===== src/rtl/ctrl_types_pkg.sv =====
// Shared types for the controller request dispatcher: operations, controller status,
// dispatcher FSM states, the request record and default sizing.
package ctrl_types_pkg;

    localparam int unsigned KeyWDef    = 16;
    localparam int unsigned ValWDef    = 32;
    localparam int unsigned DepthDef   = 4;
    localparam int unsigned TimeoutDef = 255;
    localparam int unsigned OpW        = 3;

    typedef enum logic [OpW-1:0] {
        OpNoop   = 3'd0,
        OpRead   = 3'd1,
        OpCreate = 3'd2,
        OpUpdate = 3'd3,
        OpDelete = 3'd4
    } operation_e;

    typedef struct packed {
        logic done;
        logic error;
    } sub_cmd_t;

    typedef enum logic [1:0] {
        DIdle,
        DIssue,
        DWait,
        DResp
    } dispatch_state_e;

    // Request record at the default widths; the FIFO stores the same fields flattened so
    // that non-default KEY_W / VAL_W builds keep the same layout order.
    typedef struct packed {
        operation_e           op;
        logic [KeyWDef-1:0]   key;
        logic [ValWDef-1:0]   value;
    } req_t;

    // Operations that are forwarded to the controller; NOOP and codes 5-7 are answered locally.
    function automatic logic is_ctrl_op(operation_e op);
        return op inside {OpRead, OpCreate, OpUpdate, OpDelete};
    endfunction

endpackage


===== src/rtl/req_fifo.sv =====
// Request FIFO: DEPTH entries (power of 2), registered occupancy count, strict arrival order.
module req_fifo #(
    parameter int unsigned WIDTH = 8,
    parameter int unsigned DEPTH = 4,
    localparam int unsigned PtrW = $clog2(DEPTH),
    localparam int unsigned CntW = $clog2(DEPTH + 1)
) (
    input  logic             clk,
    input  logic             rst_n,
    input  logic             push,
    input  logic [WIDTH-1:0] wdata,
    input  logic             pop,
    output logic [WIDTH-1:0] rdata,
    output logic [CntW-1:0]  count,
    output logic             empty
);

    logic [WIDTH-1:0] mem [DEPTH];
    logic [PtrW-1:0]  wr_ptr_q, rd_ptr_q;
    logic [CntW-1:0]  count_q, count_d;
    logic             push_ok, pop_ok;

    assign push_ok = push && (count_q != CntW'(DEPTH));
    assign pop_ok  = pop && (count_q != '0);

    always_comb begin
        count_d = count_q;
        unique case ({push_ok, pop_ok})
            2'b10:   count_d = count_q + CntW'(1);
            2'b01:   count_d = count_q - CntW'(1);
            default: count_d = count_q;
        endcase
    end

    // Pointers are PtrW bits wide, so incrementing wraps modulo DEPTH.
    always_ff @(posedge clk or negedge rst_n) begin
        if (!rst_n) begin
            wr_ptr_q <= '0;
            rd_ptr_q <= '0;
            count_q  <= '0;
        end else begin
            if (push_ok) wr_ptr_q <= wr_ptr_q + PtrW'(1);
            if (pop_ok)  rd_ptr_q <= rd_ptr_q + PtrW'(1);
            count_q <= count_d;
        end
    end

    always_ff @(posedge clk) begin
        if (push_ok) mem[wr_ptr_q] <= wdata;
    end

    assign rdata = mem[rd_ptr_q];
    assign count = count_q;
    assign empty = (count_q == '0);

endmodule


===== src/rtl/ctrl_req_dispatcher.sv =====
// Queues host requests and issues them one at a time to a controller, with a completion
// timeout that aborts the outstanding command and reports a timed-out error response.
module ctrl_req_dispatcher
    import ctrl_types_pkg::*;
#(
    parameter int unsigned KEY_W   = KeyWDef,
    parameter int unsigned VAL_W   = ValWDef,
    parameter int unsigned DEPTH   = DepthDef,
    parameter int unsigned TIMEOUT = TimeoutDef
) (
    input  logic             clk,
    input  logic             rst_n,
    input  logic             req_valid_i,
    output logic             req_ready_o,
    input  logic [2:0]       req_op_i,
    input  logic [KEY_W-1:0] req_key_i,
    input  logic [VAL_W-1:0] req_value_i,
    output logic             ctrl_start_o,
    output logic [2:0]       ctrl_op_o,
    output logic [KEY_W-1:0] ctrl_key_o,
    output logic [VAL_W-1:0] ctrl_value_o,
    input  logic [1:0]       ctrl_status_i,
    input  logic [VAL_W-1:0] ctrl_rdata_i,
    output logic             ctrl_abort_o,
    output logic             rsp_valid_o,
    input  logic             rsp_ready_i,
    output logic             rsp_error_o,
    output logic             rsp_timeout_o,
    output logic [VAL_W-1:0] rsp_rdata_o,
    output logic             busy_o
);

    localparam int unsigned EntryW   = OpW + KEY_W + VAL_W;
    localparam int unsigned FifoCntW = $clog2(DEPTH + 1);
    localparam int unsigned TmoW     = $clog2(TIMEOUT + 1);

    dispatch_state_e state_q, state_d;

    operation_e       cmd_op_q, cmd_op_d;
    logic [KEY_W-1:0] cmd_key_q, cmd_key_d;
    logic [VAL_W-1:0] cmd_val_q, cmd_val_d;
    logic [TmoW-1:0]  tmo_cnt_q, tmo_cnt_d;
    logic             rsp_err_q, rsp_err_d;
    logic             rsp_tmo_q, rsp_tmo_d;
    logic [VAL_W-1:0] rsp_rdata_q, rsp_rdata_d;

    sub_cmd_t status;
    logic     tmo_expired;

    logic                fifo_push, fifo_pop, fifo_empty;
    logic [EntryW-1:0]   fifo_wdata, fifo_rdata;
    logic [FifoCntW-1:0] fifo_count;
    logic [OpW-1:0]      head_op;
    logic [KEY_W-1:0]    head_key;
    logic [VAL_W-1:0]    head_val;

    assign status = ctrl_status_i;

    // Ready comes only from the registered count: a pop in the same cycle does not free a slot.
    assign req_ready_o = (fifo_count < FifoCntW'(DEPTH));
    assign fifo_push   = req_valid_i && req_ready_o;
    assign fifo_wdata  = {req_op_i, req_key_i, req_value_i};
    assign {head_op, head_key, head_val} = fifo_rdata;

    req_fifo #(
        .WIDTH (EntryW),
        .DEPTH (DEPTH)
    ) u_req_fifo (
        .clk   (clk),
        .rst_n (rst_n),
        .push  (fifo_push),
        .wdata (fifo_wdata),
        .pop   (fifo_pop),
        .rdata (fifo_rdata),
        .count (fifo_count),
        .empty (fifo_empty)
    );

    // The counter value during a wait cycle is the number of wait cycles already elapsed.
    assign tmo_expired = (tmo_cnt_q == TmoW'(TIMEOUT - 1));

    always_ff @(posedge clk or negedge rst_n) begin
        if (!rst_n) begin
            state_q <= DIdle;
        end else begin
            state_q <= state_d;
        end
    end

    always_comb begin
        state_d     = state_q;
        fifo_pop    = 1'b0;
        cmd_op_d    = cmd_op_q;
        cmd_key_d   = cmd_key_q;
        cmd_val_d   = cmd_val_q;
        tmo_cnt_d   = tmo_cnt_q;
        rsp_err_d   = rsp_err_q;
        rsp_tmo_d   = rsp_tmo_q;
        rsp_rdata_d = rsp_rdata_q;
        unique case (state_q)
            DIdle: begin
                if (!fifo_empty) begin
                    fifo_pop  = 1'b1;
                    cmd_op_d  = operation_e'(head_op);
                    cmd_key_d = head_key;
                    cmd_val_d = head_val;
                    state_d   = DIssue;
                end
            end
            DIssue: begin
                if (is_ctrl_op(cmd_op_q)) begin
                    tmo_cnt_d = '0;
                    state_d   = DWait;
                end else begin
                    rsp_err_d   = (cmd_op_q != OpNoop);
                    rsp_tmo_d   = 1'b0;
                    rsp_rdata_d = '0;
                    state_d     = DResp;
                end
            end
            DWait: begin
                tmo_cnt_d = tmo_cnt_q + TmoW'(1);
                // A completion in the expiry cycle wins over the timeout.
                if (status.done) begin
                    rsp_err_d   = status.error;
                    rsp_tmo_d   = 1'b0;
                    rsp_rdata_d = (cmd_op_q == OpRead) ? ctrl_rdata_i : '0;
                    state_d     = DResp;
                end else if (tmo_expired) begin
                    rsp_err_d   = 1'b1;
                    rsp_tmo_d   = 1'b1;
                    rsp_rdata_d = '0;
                    state_d     = DResp;
                end
            end
            DResp: begin
                if (rsp_ready_i) state_d = DIdle;
            end
            default: state_d = DIdle;
        endcase
    end

    always_ff @(posedge clk or negedge rst_n) begin
        if (!rst_n) begin
            cmd_op_q    <= OpNoop;
            cmd_key_q   <= '0;
            cmd_val_q   <= '0;
            tmo_cnt_q   <= '0;
            rsp_err_q   <= 1'b0;
            rsp_tmo_q   <= 1'b0;
            rsp_rdata_q <= '0;
        end else begin
            cmd_op_q    <= cmd_op_d;
            cmd_key_q   <= cmd_key_d;
            cmd_val_q   <= cmd_val_d;
            tmo_cnt_q   <= tmo_cnt_d;
            rsp_err_q   <= rsp_err_d;
            rsp_tmo_q   <= rsp_tmo_d;
            rsp_rdata_q <= rsp_rdata_d;
        end
    end

    always_comb begin
        ctrl_start_o  = (state_q == DIssue) && is_ctrl_op(cmd_op_q);
        ctrl_abort_o  = (state_q == DWait) && !status.done && tmo_expired;
        ctrl_op_o     = cmd_op_q;
        ctrl_key_o    = cmd_key_q;
        ctrl_value_o  = cmd_val_q;
        rsp_valid_o   = (state_q == DResp);
        rsp_error_o   = rsp_valid_o && rsp_err_q;
        rsp_timeout_o = rsp_valid_o && rsp_tmo_q;
        rsp_rdata_o   = rsp_valid_o ? rsp_rdata_q : '0;
        busy_o        = !fifo_empty || (state_q != DIdle);
    end

endmodule


===== config.mk =====
export PLATFORM = sky130hd
export DESIGN_NAME = ctrl_req_dispatcher
export DESIGN_NICKNAME = d
export VERILOG_FILES = /design/src/rtl/ctrl_types_pkg.sv /design/src/rtl/req_fifo.sv /design/src/rtl/ctrl_req_dispatcher.sv
export SDC_FILE = /design/constraint.sdc
export NUM_CORES = 1
export LEC_CHECK = 0
export ABC_AREA = 1
export BUFFER_PORTS_ARGS = -buffer_cell sky130_fd_sc_hd__buf_2
export CAP_MARGIN = 20
export CORE_UTILIZATION = 45
export CTS_CLUSTER_SIZE = 8
export DETAILED_ROUTE_END_ITERATION = 7
export HOLD_SLACK_MARGIN = 0.06
export PLACE_DENSITY = 0.65
export SYNTH_ARGS = -nofsm -noshare
export SYNTH_HDL_FRONTEND = slang
export SYNTH_SLANG_ARGS = --single-unit
export TNS_END_PERCENT = 30

===== constraint.sdc =====
create_clock -name clk -period 4.3 [get_ports clk]
set_input_delay 0.215 -clock clk [delete_from_list [all_inputs] [get_ports clk]]
set_output_delay 0.215 -clock clk [all_outputs]
set_load 0.005 [all_outputs]

==> results of run 1 <==
[cell usage after synthesis]
cell,number,area [sq um]
clkbuf_2,2,10.01
o211ai_1,1,7.510
clkbuf_1,30,112.6
dfrtp_1,102,2552
nor2_1,303,1137
edfxtp_1,204,6126
nand2_4,1,11.26
nor3_1,1,5.000
buf_12,4,80.08
nand2_1,139,521.8
nand3_4,2,35.03
o21ai_0,81,405.4
xor2_1,6,52.55
buf_1,1,3.750
fa_1,1,20.02
a21oi_1,3,15.01
buf_6,3,33.78
a31oi_1,50,312.8
nand2_2,5,31.28
clkbuf_4,3,22.52
nand3_1,12,60.06
buf_4,10,75.07
o21ai_1,35,175.2
inv_1,88,330.3
inv_2,6,22.52
nand3b_4,1,20.02
buf_2,15,75.07
ha_1,12,150.1
xnor2_1,1,8.760
nand4_1,35,219.0
nor2_4,2,22.52
[cell families after synthesis]
| group | after synthesis | share of synthesized area |
|---|---|---|
| buffers and inverters | 162 | 0.06051 |
| adder cells (fa/ha/maj) | 13 | 0.01345 |
| AND/OR/NAND/NOR | 501 | 0.1630 |
| AO/OA/AOI/OAI | 170 | 0.07238 |
| flip-flops | 306 | 0.6858 |
| XOR/XNOR | 7 | 0.004845 |
[cell usage in the layout (no fill, tap or decap), types with 35 or more instances in the layout]
cell,synthesis,layout
o21ai_1,35,35
nor2_1,303,299
nand4_1,35,35
inv_1,88,88
dlygate4sd3_1,0,85
edfxtp_1,204,204
buf_2,15,177
dfrtp_1,102,100
o21ai_0,81,81
a31oi_1,50,50
nand2_1,139,139
clkbuf_16,0,44
[how the worst min path moves through the flow]
stage | from | to | slack, ns | cells after the start
after floorplan | rst_n | ctrl_key_o[0] | -0.08 | 0
after global placement | req_value_i[28] | u_req_fifo.mem[1][28] | 0.43 | 1
after detailed placement | req_value_i[28] | u_req_fifo.mem[1][28] | 0.43 | 1
after CTS | ctrl_status_i[0] | rsp_err_q | 0.09 | 5
after global routing | ctrl_status_i[0] | rsp_err_q | 0.12 | 5
final | ctrl_status_i[0] | rsp_err_q | 0.10 | 5
[cell type report]
class	count	share of cell area
flip-flops and latches	306	0.5442
multi-input cells	691	0.2031
repair buffers	277	0.1200
clock buffers	73	0.07583
well taps	378	0.02964
inverters	94	0.02219
clock inverters	4	0.004705
diodes	2	0.0003137
[per-layer routing]
layer / wire, um / vias to the layer above / share of wire
li1: - / 4400 / -
met1: 12670 / 4321 / 0.44
met2: 13780 / 263 / 0.48
met3: 1781 / 44 / 0.062
met4: 532 / 2 / 0.018
met5: 13 / - / 0.00045
[critical path, stage by stage, from the launching register on]
cell,delay (ns)
dfrtp_1,0.40
inv_1,0.14
ha_1,0.20
nand2_1,0.09
clkinv_2,0.35
ha_1,0.22
inv_1,0.07
fa_1,0.38
a21oi_1,0.14
o21ai_0,0.11
xor2_1,0.15
[flip-flops by register name, summed over array words and instances (netlist names)]
register             flops
ctrl_value_o            32
tmo_cnt_q                8
ctrl_key_o              16
rsp_rdata_q             32
rsp_tmo_q                1
u_req_fifo.wr_ptr_q      2
ctrl_op_o                3
u_req_fifo.mem         204
rsp_err_q                1
u_req_fifo.rd_ptr_q      2
u_req_fifo.count         3
state_q                  2
[power groups by stage]
stage               combinational [mW]  sequential [mW]  clock, mW
floorplan                         2.26             4.08          0
global placement                  3.04             4.11          0
detailed placement                3.13             4.12          0
CTS                               3.19             4.08       3.22
global route                      3.65             4.13       3.34
finish                            3.19             4.08       3.15
==> results by group, run 1 <==
Clock tree
  – Register clock-pin slew on the reported worst setup and hold paths: 0.05 ns
  – CTS resizes: 0
  – Setup Fix Bufs, Post-CTS: 0
  – Clock Path Buffers: 3
  – Root Driver: clkbuf_16
  – TritonCTS buffer count: 44
  – CTS tree: yes
  – Clock Latency Late Sink: 0.54 ns
  – Clock sink count: 306
  – CTS Hold Bufs: 85
  – H-tree depth: 2

STA
  – Hold slack: 0.1033 ns
  – Final setup fails: 0
  – RSZ-0062 raised after global routing: no
  – Slew Viols, Final: 0
  – Min Tclk post-route: 2.367 ns
  – Worst-Margin Slew: 0.7633 ns
  – Setup ws final: 1.933 ns
  – Rel. slew slack: 0.4911
  – Crit share post-route: 0.5504
  – Highest clock rate: 422.6 MHz
  – Worst Clk Skew: 0.01970 ns
  – Final hold violation count: 0
  – Total Neg Setup Slack: 0 ns

Yosys
  – Sequential area share after synthesis: 0.6858
  – Syn Area/Cell: 10.92 sq um
  – Post-synthesis register bit count: 306
  – Syn Nets: 1261
  – Mapped Cells: 1159
  – Netlist cell types: 31
  – Synthesis warning total: 0
  – Synth Cell Area: 12650 sq um

Hold path
  – Worst hold path type: in2reg

Pwr
  – Pwr Total: 10.41 mW
  – Pint: 6.770 mW
  – Pwr Density: 652.6 nW/um^2
  – Share of total power in sequential cells: 0.391
  – Comb power frac: 0.306
  – Switching portion of total power: 0.3499
  – Leakage power: 6.821 nW
  – Worst VDD drop: 0.0004091 V
  – Clock share of power: 0.302
  – Switching pwr: 3.643 mW

Floorplanning
  – Die W: 169.7 um
  – Core ar.: 27710 sq um
  – Die footprint: 28800 sq um
  – Row cnt: 61
  – Die H: 169.7 um
  – Io pins: 179
  – Initial Util: 0.4568

Setup path
  – Startpoint types: register
  – CP Capture Type: register
  – R2R cell count: 10
  – Crit Path Class: reg2reg
  – Worst reg2reg startpoint: state_q[1]
  – WP data required: 4.70 ns
  – Worst Setup EP: u_req_fifo.count[2]
  – Critical path data arrival time: 2.77 ns
  – R2r endpoint: u_req_fifo.count[2]
  – CP startpoint: state_q[1]
  – Worst Path Max Fanout: 35
  – R2R setup slack: 1.93 ns

Finish
  – Area of the multi-input gates: 3241 sq um
  – Post-Layout Inst Area: 15960 sq um
  – Layout Nets: 1516
  – Ratio of cells with drive above 1 in the final layout: 0.1820
  – Synthesis-to-finish area growth: 26.08%
  – Finished Layout Cells: 1825
  – Seq. cell area: 8683 sq um
  – Post-layout util: 0.5759
  – Fill cells: 2318

Routing
  – DR WL/cell: 15.77 um
  – Drt drc: 0
  – Initial drt markers: 734
  – Routed vias: 9030
  – Avg Vias per Cell: 4.948
  – Final ANT Viol Nets: 0
  – Routed wire length: 28780 um
  – Detailed Routing Iterations Pass 1: 5

Placed design
  – DP Cell Count: 1658
  – Area after DPL: 13740 sq um
  – Dpl ws: 1.907 ns
  – PortBufs: 178
  – Routability-driven placement congestion ratio: 0.7696
  – Final HPWL DP: 16390 um

GRT
  – Met2 GRT Util: 0.3441
  – Grt ovf: 0
  – Met3 Use GR: 0.04314
  – Global-route met1 utilization: 0.2659
  – Pin count of the biggest net entering global routing: 104
  – Initial antenna violation count: 3
  – Total GRT Usage: 0.2050
  – First-pass GRT wire length: 46290 um
  – Most used routing layer: met2
  – Number of global-route vias before repair: 9015

Run
  – Max-Cap Viols: 0

Outcome
  – Run status: finished, final reports clean
No activity file was read; power rests on OpenSTA's default activity.
==> run 2: changes to the inputs <==
--- a/config.mk
+++ b/config.mk
@@ -5,7 +5,7 @@
 export SDC_FILE = /design/constraint.sdc
 export NUM_CORES = 1
 export LEC_CHECK = 0
-export ABC_AREA = 1
+export ABC_AREA = 0
 export BUFFER_PORTS_ARGS = -buffer_cell sky130_fd_sc_hd__buf_2
 export CAP_MARGIN = 20
 export CORE_UTILIZATION = 45
==> constraint.sdc (replaced) <==
create_clock -name clk -period 2.36 [get_ports clk]
set_input_delay 0.118 -clock clk [delete_from_list [all_inputs] [get_ports clk]]
set_output_delay 0.118 -clock clk [all_outputs]
set_load 0.005 [all_outputs]
==> run 2 against run 1 <==
- the run now ends with DRC left
- largest power group unchanged
- flip-flop and latch count unchanged
- highest routed layer is now met4
- critical endpoint is now rsp_rdata_q[16]
- register-to-register slack worse by 1.7 ns
- worst setup slack worse by 1.7 ns
==> results by group, run 2 <==
Floorplanning
  – Die H: 165.7 um (was 169.7 um)
  – Die footprint: 27470 sq um (was 28800 sq um)
  – Core ar.: 26210 sq um (was 27710 sq um)
  – Row cnt: 59 (was 61)
  – Die W: 165.7 um (was 169.7 um)
  – Initial Util: 0.4604 (was 0.4568)
  – Io pins: 179 (unchanged)

Hold path
  – Worst hold path type: in2reg (unchanged)

Finish
  – Fill cells: 2002 (was 2318)
  – Layout Nets: 1148 (was 1516)
  – Register with the most flip-flops: u_req_fifo.mem (unchanged)
  – Finished Layout Cells: 1412 (was 1825)
  – Area of the multi-input gates: 3147 sq um (was 3241 sq um)
  – Max reg flops: 204 (unchanged)
  – Synthesis-to-finish area growth: 29.30% (was 26.08%)
  – Most common cell after layout, fill and taps aside: edfxtp_1 (was nor2_1)
  – N_diodes: 0 (was 2)
  – Most frequent cells in the layout: edfxtp_1, buf_2, nand2_1 (was nor2_1, edfxtp_1, buf_2)
  – Ratio of cells with drive above 1 in the final layout: 0.2943 (was 0.1820)
  – Seq. cell area: 8683 sq um (unchanged)
  – Post-layout util: 0.5953 (was 0.5759)
  – Post-Layout Inst Area: 15600 sq um (was 15960 sq um)

Routing
  – Avg Vias per Cell: 5.118 (was 4.948)
  – Routed wire length: 25030 um (was 28780 um)
  – Detailed Routing Iterations Pass 1: 6 (was 5)
  – Drt drc: 19 (was 0)
  – Initial drt markers: 497 (was 734)
  – Routed vias: 7226 (was 9030)
  – DR WL/cell: 17.73 um (was 15.77 um)
  – Final ANT Viol Nets: 0 (unchanged)

Pwr
  – Pwr Total: 18.19 mW (was 10.41 mW)
  – Worst VDD drop: 0.0007585 V (was 0.0004091 V)
  – Pint: 12.65 mW (was 6.770 mW)
  – Leakage power: 6.700 nW (was 6.821 nW)
  – Switching portion of total power: 0.3045 (was 0.3499)
  – Pwr Density: 1166 nW/um^2 (was 652.6 nW/um^2)
  – Comb power frac: 0.280 (was 0.306)
  – Switching pwr: 5.540 mW (was 3.643 mW)
  – Share of total power in sequential cells: 0.409 (was 0.391)
  – Clock share of power: 0.311 (was 0.302)

Placed design
  – Routability-driven placement congestion ratio: 0.7513 (was 0.7696)
  – Final HPWL DP: 14470 um (was 16390 um)
  – Area after DPL: 13470 sq um (was 13740 sq um)
  – DP Cell Count: 1248 (was 1658)
  – PortBufs: 178 (unchanged)

Setup path
  – Worst Path Max Fanout: 28 (was 35)
  – Crit Path Class: reg2reg (unchanged)
  – Startpoint types: register (unchanged)
  – Crit path buf inv count: 2 (was 3)
  – CP Capture Type: register (unchanged)
  – Slowest stage delay, CP: 0.40 ns (about the same)
  – CP Cell Sequence: inv_1 > ha_1 > nand2b_1 > o21bai_2 > buf_4 > and4_1 > a21o_1 (was inv_1 > ha_1 > nand2_1 > clkinv_2 > ha_1 > inv_1 > fa_1 > a21oi_1 > o21ai_0 > xor2_1)
  – Critical path data arrival time: 2.49 ns (was 2.77 ns)
  – WP data required: 2.77 ns (was 4.70 ns)
  – Crit-path slowest cell: dfrtp_1 (unchanged)
  – CP top delay family: compound AO/OA/AOI/OAI gates (was adder cells)

Yosys
  – Post-synth top area share: 0.5077 (was 0.4841)
  – Post-synthesis register bit count: 306 (unchanged)
  – Syn Area/Cell: 16.04 sq um (was 10.92 sq um)
  – Sequential area share after synthesis: 0.7193 (was 0.6858)
  – Fraction of registers with async set or reset after synthesis: 0.3333 (unchanged)
  – Synth Flop Type: edfxtp_1 (unchanged)
  – Synthesis warning total: 0 (unchanged)
  – Netlist cell types: 44 (was 31)
  – Top area cells in the synthesized netlist: edfxtp_1, dfrtp_1, mux4_2, nand2_1, and4_1 (was edfxtp_1, dfrtp_1, nor2_1, nand2_1, o21ai_0)
  – Synth Cell Area: 12070 sq um (was 12650 sq um)
  – Top cells by count, synth: edfxtp_1, nand2_1, dfrtp_1 (was nor2_1, edfxtp_1, nand2_1)
  – Synth area leader: edfxtp_1 (unchanged)
  – Mapped Cells: 752 (was 1159)
  – Most numerous cell in the Yosys netlist: edfxtp_1 (was nor2_1)
  – Number of enable flip-flop cells after synthesis: 204 (unchanged)
  – Syn Nets: 854 (was 1261)

Clock tree
  – Register clock-pin slew on the reported worst setup and hold paths: 0.05 ns (about the same)
  – Clock sink count: 306 (unchanged)
  – Clock Path Buffers: 3 (unchanged)
  – CTS tree: yes (unchanged)
  – Clock Latency Late Sink: 0.53 ns (was 0.54 ns)
  – Root Driver: clkbuf_16 (unchanged)
  – TritonCTS buffer count: 44 (unchanged)
  – H-tree depth: 2 (unchanged)
  – Setup Fix Bufs, Post-CTS: 0 (unchanged)

STA
  – Final hold violation count: 0 (unchanged)
  – Worst Clk Skew: 0.01287 ns (was 0.01970 ns)
  – Final setup fails: 0 (unchanged)
  – Slew Viols, Final: 0 (unchanged)
  – RSZ-0062 raised after global routing: no (unchanged)
  – Highest clock rate: 481.4 MHz (was 422.6 MHz)
  – Rel. slew slack: 0.5485 (was 0.4911)
  – Min Tclk post-route: 2.077 ns (was 2.367 ns)
  – Worst-Margin Slew: 0.6772 ns (was 0.7633 ns)
  – Crit share post-route: 0.8801 (was 0.5504)

Outcome
  – Run status: finished with violations (was finished, final reports clean)
  – Violated checks: DRC

GRT
  – Grt ovf: 0 (unchanged)
  – Total GRT Usage: 0.1870 (was 0.2050)
  – Number of global-route vias before repair: 7500 (was 9015)
  – First-pass GRT wire length: 40190 um (was 46290 um)
  – Pin count of the biggest net entering global routing: 53 (was 104)
  – Initial antenna violation count: 0 (was 3)

Run
  – Max-Cap Viols: 0 (unchanged)
run 2: cell count changes after synthesis, sizes merged, moves of 33 or more:
cell | previous run | this run
inv | 94 | 12
nand4 | 35 | 1
mux4 | 0 | 51
and2 | 0 | 38
o21ai | 116 | 8
and4 | 0 | 33
a31oi | 50 | 2
nor2 | 305 | 3
run 2: layout make-up:
| cell class | count | share of cell area |
|---|---|---|
| Clock buffer | 72 | 0.07732 |
| Clock inverter | 5 | 0.003529 |
| Inverter | 12 | 0.002887 |
| Multi-Input combinational cell | 393 | 0.2017 |
| Sequential cell | 306 | 0.5566 |
| Tap cell | 335 | 0.02687 |
| Timing Repair Buffer | 289 | 0.1311 |
run 2: metrics by stage:
| stage | setup slack, ns | TNS (ns) | hold WS [ns] |
|---|---|---|---|
| final | 0.2829 | 0 | 0.07038 |
| after CTS | 0.3031 | 0 | 0.06524 |
| after global placement | 0.3753 | 0 | 0.1340 |
| after detailed placement | 0.3276 | 0 | 0.1386 |
| after global routing | 0.1171 | 0 | 0.09149 |
| after floorplan | -0.001659 | -0.1693 | -0.1776 |
run 2: final timing paths:
path                            startpoint                     end  slack (ns)  depth (start not counted)
max                             state_q[0]         rsp_rdata_q[16]        0.28                          7
min                            req_valid_i  u_req_fifo.wr_ptr_q[0]        0.07                          3
max reg2reg                     state_q[0]         rsp_rdata_q[16]        0.28                          7
min reg2reg                rsp_rdata_q[12]         rsp_rdata_q[12]        0.46                          1
max in group asynchronous            rst_n        ctrl_value_o[31]        1.54                          3
min in group asynchronous            rst_n         rsp_rdata_q[26]        0.13                          2
run 2: power groups by stage:
stage	sequential (mW)	clock, mW	combinational [mW]
floorplan	7.38	0	3.45
global placement	7.50	0	5.01
detailed placement	7.54	0	5.06
CTS	7.46	5.81	5.21
global route	7.56	6.02	5.66
finish	7.45	5.65	5.09
run 2: timing repair:
item	CTS	global route
resized for setup	0	0
endpoints found under the hold margin	322	0
hold buffers	87	0
setup endpoints to repair	0	0
run 2: worst min-delay path: cells and delay by family:
kind,cells,cell delay (ns)
AND/OR/NAND/NOR,1,0.20
XOR/XNOR,1,0.15
buffers and inverters,1,0.09
run 2: logic make-up (layout without fill, tap and decap cells):
| kind of cell | after synthesis | after routing | share of synthesized area |
|---|---|---|---|
| compound gates | 60 | 60 | 0.03567 |
| xor+xnor | 6 | 6 | 0.004355 |
| fa+ha+maj | 13 | 13 | 0.01410 |
| buf+inv | 53 | 378 | 0.02126 |
| flops | 306 | 306 | 0.7193 |
| mux | 52 | 52 | 0.09603 |
| simple gates | 262 | 262 | 0.1093 |
run 2: routing by layer:
| metal | part of all wire | wire (um) | GRT usage |
|---|---|---|---|
| met3 | 0.062 | 1560 | 0.03765 |
| met2 | 0.49 | 12240 | 0.3189 |
| met5 | 0 | 0 | 0 |
| met1 | 0.43 | 10790 | 0.2452 |
| met4 | 0.018 | 442 | 0.05242 |
==> run 3: changes to the inputs <==
--- a/config.mk
+++ b/config.mk
@@ -13,6 +13,7 @@
 export DETAILED_ROUTE_END_ITERATION = 7
 export HOLD_SLACK_MARGIN = 0.06
 export PLACE_DENSITY = 0.65
+export SETUP_SLACK_MARGIN = 0.4
 export SYNTH_ARGS = -nofsm -noshare
 export SYNTH_HDL_FRONTEND = slang
 export SYNTH_SLANG_ARGS = --single-unit
==> run 3 against run 2 <==
- the flow still finishes with violations (DRC)
- critical path depth down 2
- final cell count increased by 0.21%
- total power increased by 0.40%
- first-iteration DRC count fell by 11%
- critical endpoint is now rsp_rdata_o[17]
- largest cell class unchanged
==> results by group, run 3 (same netlist as run 2, synthesis figures left out) <==
Finish
  – Area of the multi-input gates: 3167 sq um (was 3147 sq um)
  – Layout Nets: 1151 (was 1148)
  – Most common cell after layout, fill and taps aside: edfxtp_1 (unchanged)
  – Max reg flops: 204 (unchanged)
  – Most frequent cells in the layout: edfxtp_1, buf_2, nand2_1 (unchanged)
  – Finished Layout Cells: 1415 (was 1412)
  – Synthesis-to-finish area growth: 29.70% (was 29.30%)
  – Register with the most flip-flops: u_req_fifo.mem (unchanged)
  – Seq. cell area: 8683 sq um (unchanged)
  – Post-layout util: 0.5971 (was 0.5953)
  – N_diodes: 0 (unchanged)
  – Fill cells: 2000 (was 2002)
  – Ratio of cells with drive above 1 in the final layout: 0.3009 (was 0.2943)

STA
  – Final hold violation count: 0 (unchanged)
  – Total Neg Setup Slack: 0 ns (unchanged)
  – Final setup fails: 0 (unchanged)
  – Setup ws final: 0.4214 ns (was 0.2829 ns)
  – Worst Clk Skew: 0.01174 ns (was 0.01287 ns)
  – RSZ-0062 raised after global routing: yes (was no)
  – Crit share post-route: 0.8215 (was 0.8801)
  – Min Tclk post-route: 1.939 ns (was 2.077 ns)
  – Highest clock rate: 515.8 MHz (was 481.4 MHz)
  – Rel. slew slack: 0.5481 (was 0.5485)
  – Worst-Margin Slew: 0.6778 ns (was 0.6772 ns)
  – Slew Viols, Final: 0 (unchanged)

Pwr
  – Leakage power: 6.715 nW (was 6.700 nW)
  – Switching pwr: 5.576 mW (was 5.540 mW)
  – Pint: 12.69 mW (was 12.65 mW)
  – Pwr Density: 1167 nW/um^2 (was 1166 nW/um^2)
  – Comb power frac: 0.282 (was 0.280)
  – Worst VDD drop: 0.0007579 V (was 0.0007585 V)
  – Switching portion of total power: 0.3052 (was 0.3045)
  – Share of total power in sequential cells: 0.408 (was 0.409)
  – Clock share of power: 0.310 (was 0.311)

Floorplanning
  – Io pins: 179 (unchanged)
  – Die W: 165.7 um (unchanged)
  – Row cnt: 59 (unchanged)
  – Initial Util: 0.4604 (unchanged)
  – Die footprint: 27470 sq um (unchanged)
  – Die H: 165.7 um (unchanged)
  – Core ar.: 26210 sq um (unchanged)

Hold path
  – Hold Path Cell Cnt: 5 (was 3)
  – Hold EP: state_q[0] (was u_req_fifo.wr_ptr_q[0])
  – Hold_sp: rsp_ready_i (was req_valid_i)
  – Worst hold path type: in2reg (unchanged)

Clock tree
  – TritonCTS buffer count: 44 (unchanged)
  – Clock sink count: 306 (unchanged)
  – Clock Path Buffers: 3 (unchanged)
  – H-tree depth: 2 (unchanged)
  – Clock Latency Late Sink: 0.53 ns (about the same)
  – Register clock-pin slew on the reported worst setup and hold paths: 0.05 ns (about the same)
  – Root Driver: clkbuf_16 (unchanged)
  – CTS tree: yes (unchanged)

Routing
  – Drt drc: 19 (unchanged)
  – Wl on met1: 10740 um (was 10790 um)
  – Routed vias: 7290 (was 7226)
  – Top Metal Used: met4 (unchanged)
  – DR WL/cell: 17.78 um (was 17.73 um)
  – Detailed Routing Iterations Pass 1: 7 (was 6)
  – Avg Vias per Cell: 5.152 (was 5.118)
  – Initial drt markers: 444 (was 497)
  – Routed wire length: 25160 um (was 25030 um)
  – Metal2 WL: 12350 um (was 12240 um)
  – Routed wl met3: 1634 um (was 1560 um)
  – Final ANT Viol Nets: 0 (unchanged)

Setup path
  – R2r endpoint: u_req_fifo.count[2] (was rsp_rdata_q[16])
  – Startpoint types: register (unchanged)
  – WP data required: 2.24 ns (was 2.77 ns)
  – CP Capture Type: primary output (was register)
  – Crit Path Class: reg2out (was reg2reg)
  – Critical path data arrival time: 1.82 ns (was 2.49 ns)
  – R2R cell count: 10 (was 7)
  – Worst Path Max Fanout: 35 (was 28)
  – Worst reg2reg startpoint: state_q[1] (was state_q[0])
  – R2R setup slack: 0.44 ns (was 0.28 ns)

GRT
  – Initial antenna violation count: 0 (unchanged)
  – First-pass GRT wire length: 40200 um (was 40190 um)
  – Grt ovf: 0 (unchanged)
  – Pin count of the biggest net entering global routing: 53 (unchanged)
  – Number of global-route vias before repair: 7501 (was 7500)
  – Total GRT Usage: 0.1871 (was 0.1870)

Outcome
  – Run status: finished with violations (unchanged)
  – Violated checks: DRC (unchanged)

Placed design
  – Routability-driven placement congestion ratio: 0.7513 (unchanged)
  – Dpl ws: 0.3276 ns (unchanged)
  – DP Cell Count: 1248 (unchanged)
  – PortBufs: 178 (unchanged)
  – Final HPWL DP: 14470 um (unchanged)

Run
  – Max-Cap Viols: 0 (unchanged)
-- run 3: critical path: stages (launching register included) --
cell and delay [ns]:
dfrtp_1 0.41, buf_4 0.15, ha_1 0.18, buf_4 0.22, and2_1 0.20, buf_2 0.12
-- run 3: area by class of cell --
cell class	count	area share
flip-flops and latches	306	0.5549
multi-input cells	393	0.2024
repair buffers	292	0.1325
clock buffers	72	0.07708
well taps	335	0.02678
clock inverters	5	0.003518
inverters	12	0.002878
-- run 3: per-stage QoR --
step           area [sq um]  hold slack, ns  total power [mW]
6_report              15650          0.1004             18.27
5_1_grt               15650          0.1658             19.30
4_1_cts               15610         0.06524             18.49
3_5_place_dp          13470          0.1386             12.61
3_3_place_gp          13470          0.1340             12.51
2_1_floorplan         12070         -0.1776             10.83
-- run 3: power groups by stage --
stage | Sequential (mW) | Clock, mW | Combinational, mW
floorplan | 7.38 | 0 | 3.45
global placement | 7.50 | 0 | 5.01
detailed placement | 7.54 | 0 | 5.06
CTS | 7.47 | 5.81 | 5.22
global route | 7.57 | 6.02 | 5.71
finish | 7.46 | 5.66 | 5.15
-- run 3: what timing repair did --
action                                 CTS  global route
gates resized for setup                  4             4
setup buffers                            0             2
pin swaps                                0             0
hold buffers                            87             1
endpoints found under the hold margin  322             1
cloned                                   0             0
setup endpoints to repair               32            81
-- run 3: worst max path at each step --
stage	startpoint	endpoint	slack (ns)
after floorplan	u_req_fifo.count[2]	u_req_fifo.mem[2][0]	-0.002
after global placement	state_q[0]	rsp_rdata_q[20]	0.38
after detailed placement	state_q[0]	rsp_rdata_q[10]	0.33
after CTS	state_q[1]	u_req_fifo.count[2]	0.41
after global routing	state_q[1]	u_req_fifo.count[2]	0.32
final	state_q[1]	rsp_rdata_o[17]	0.42
-- run 3: per-layer routing --
layer | GRT usage | up-vias
met5 | 0 | -
met4 | 0.05242 | 0
met3 | 0.03765 | 42
met2 | 0.3189 | 238
met1 | 0.2453 | 3625
li1 | - | 3385
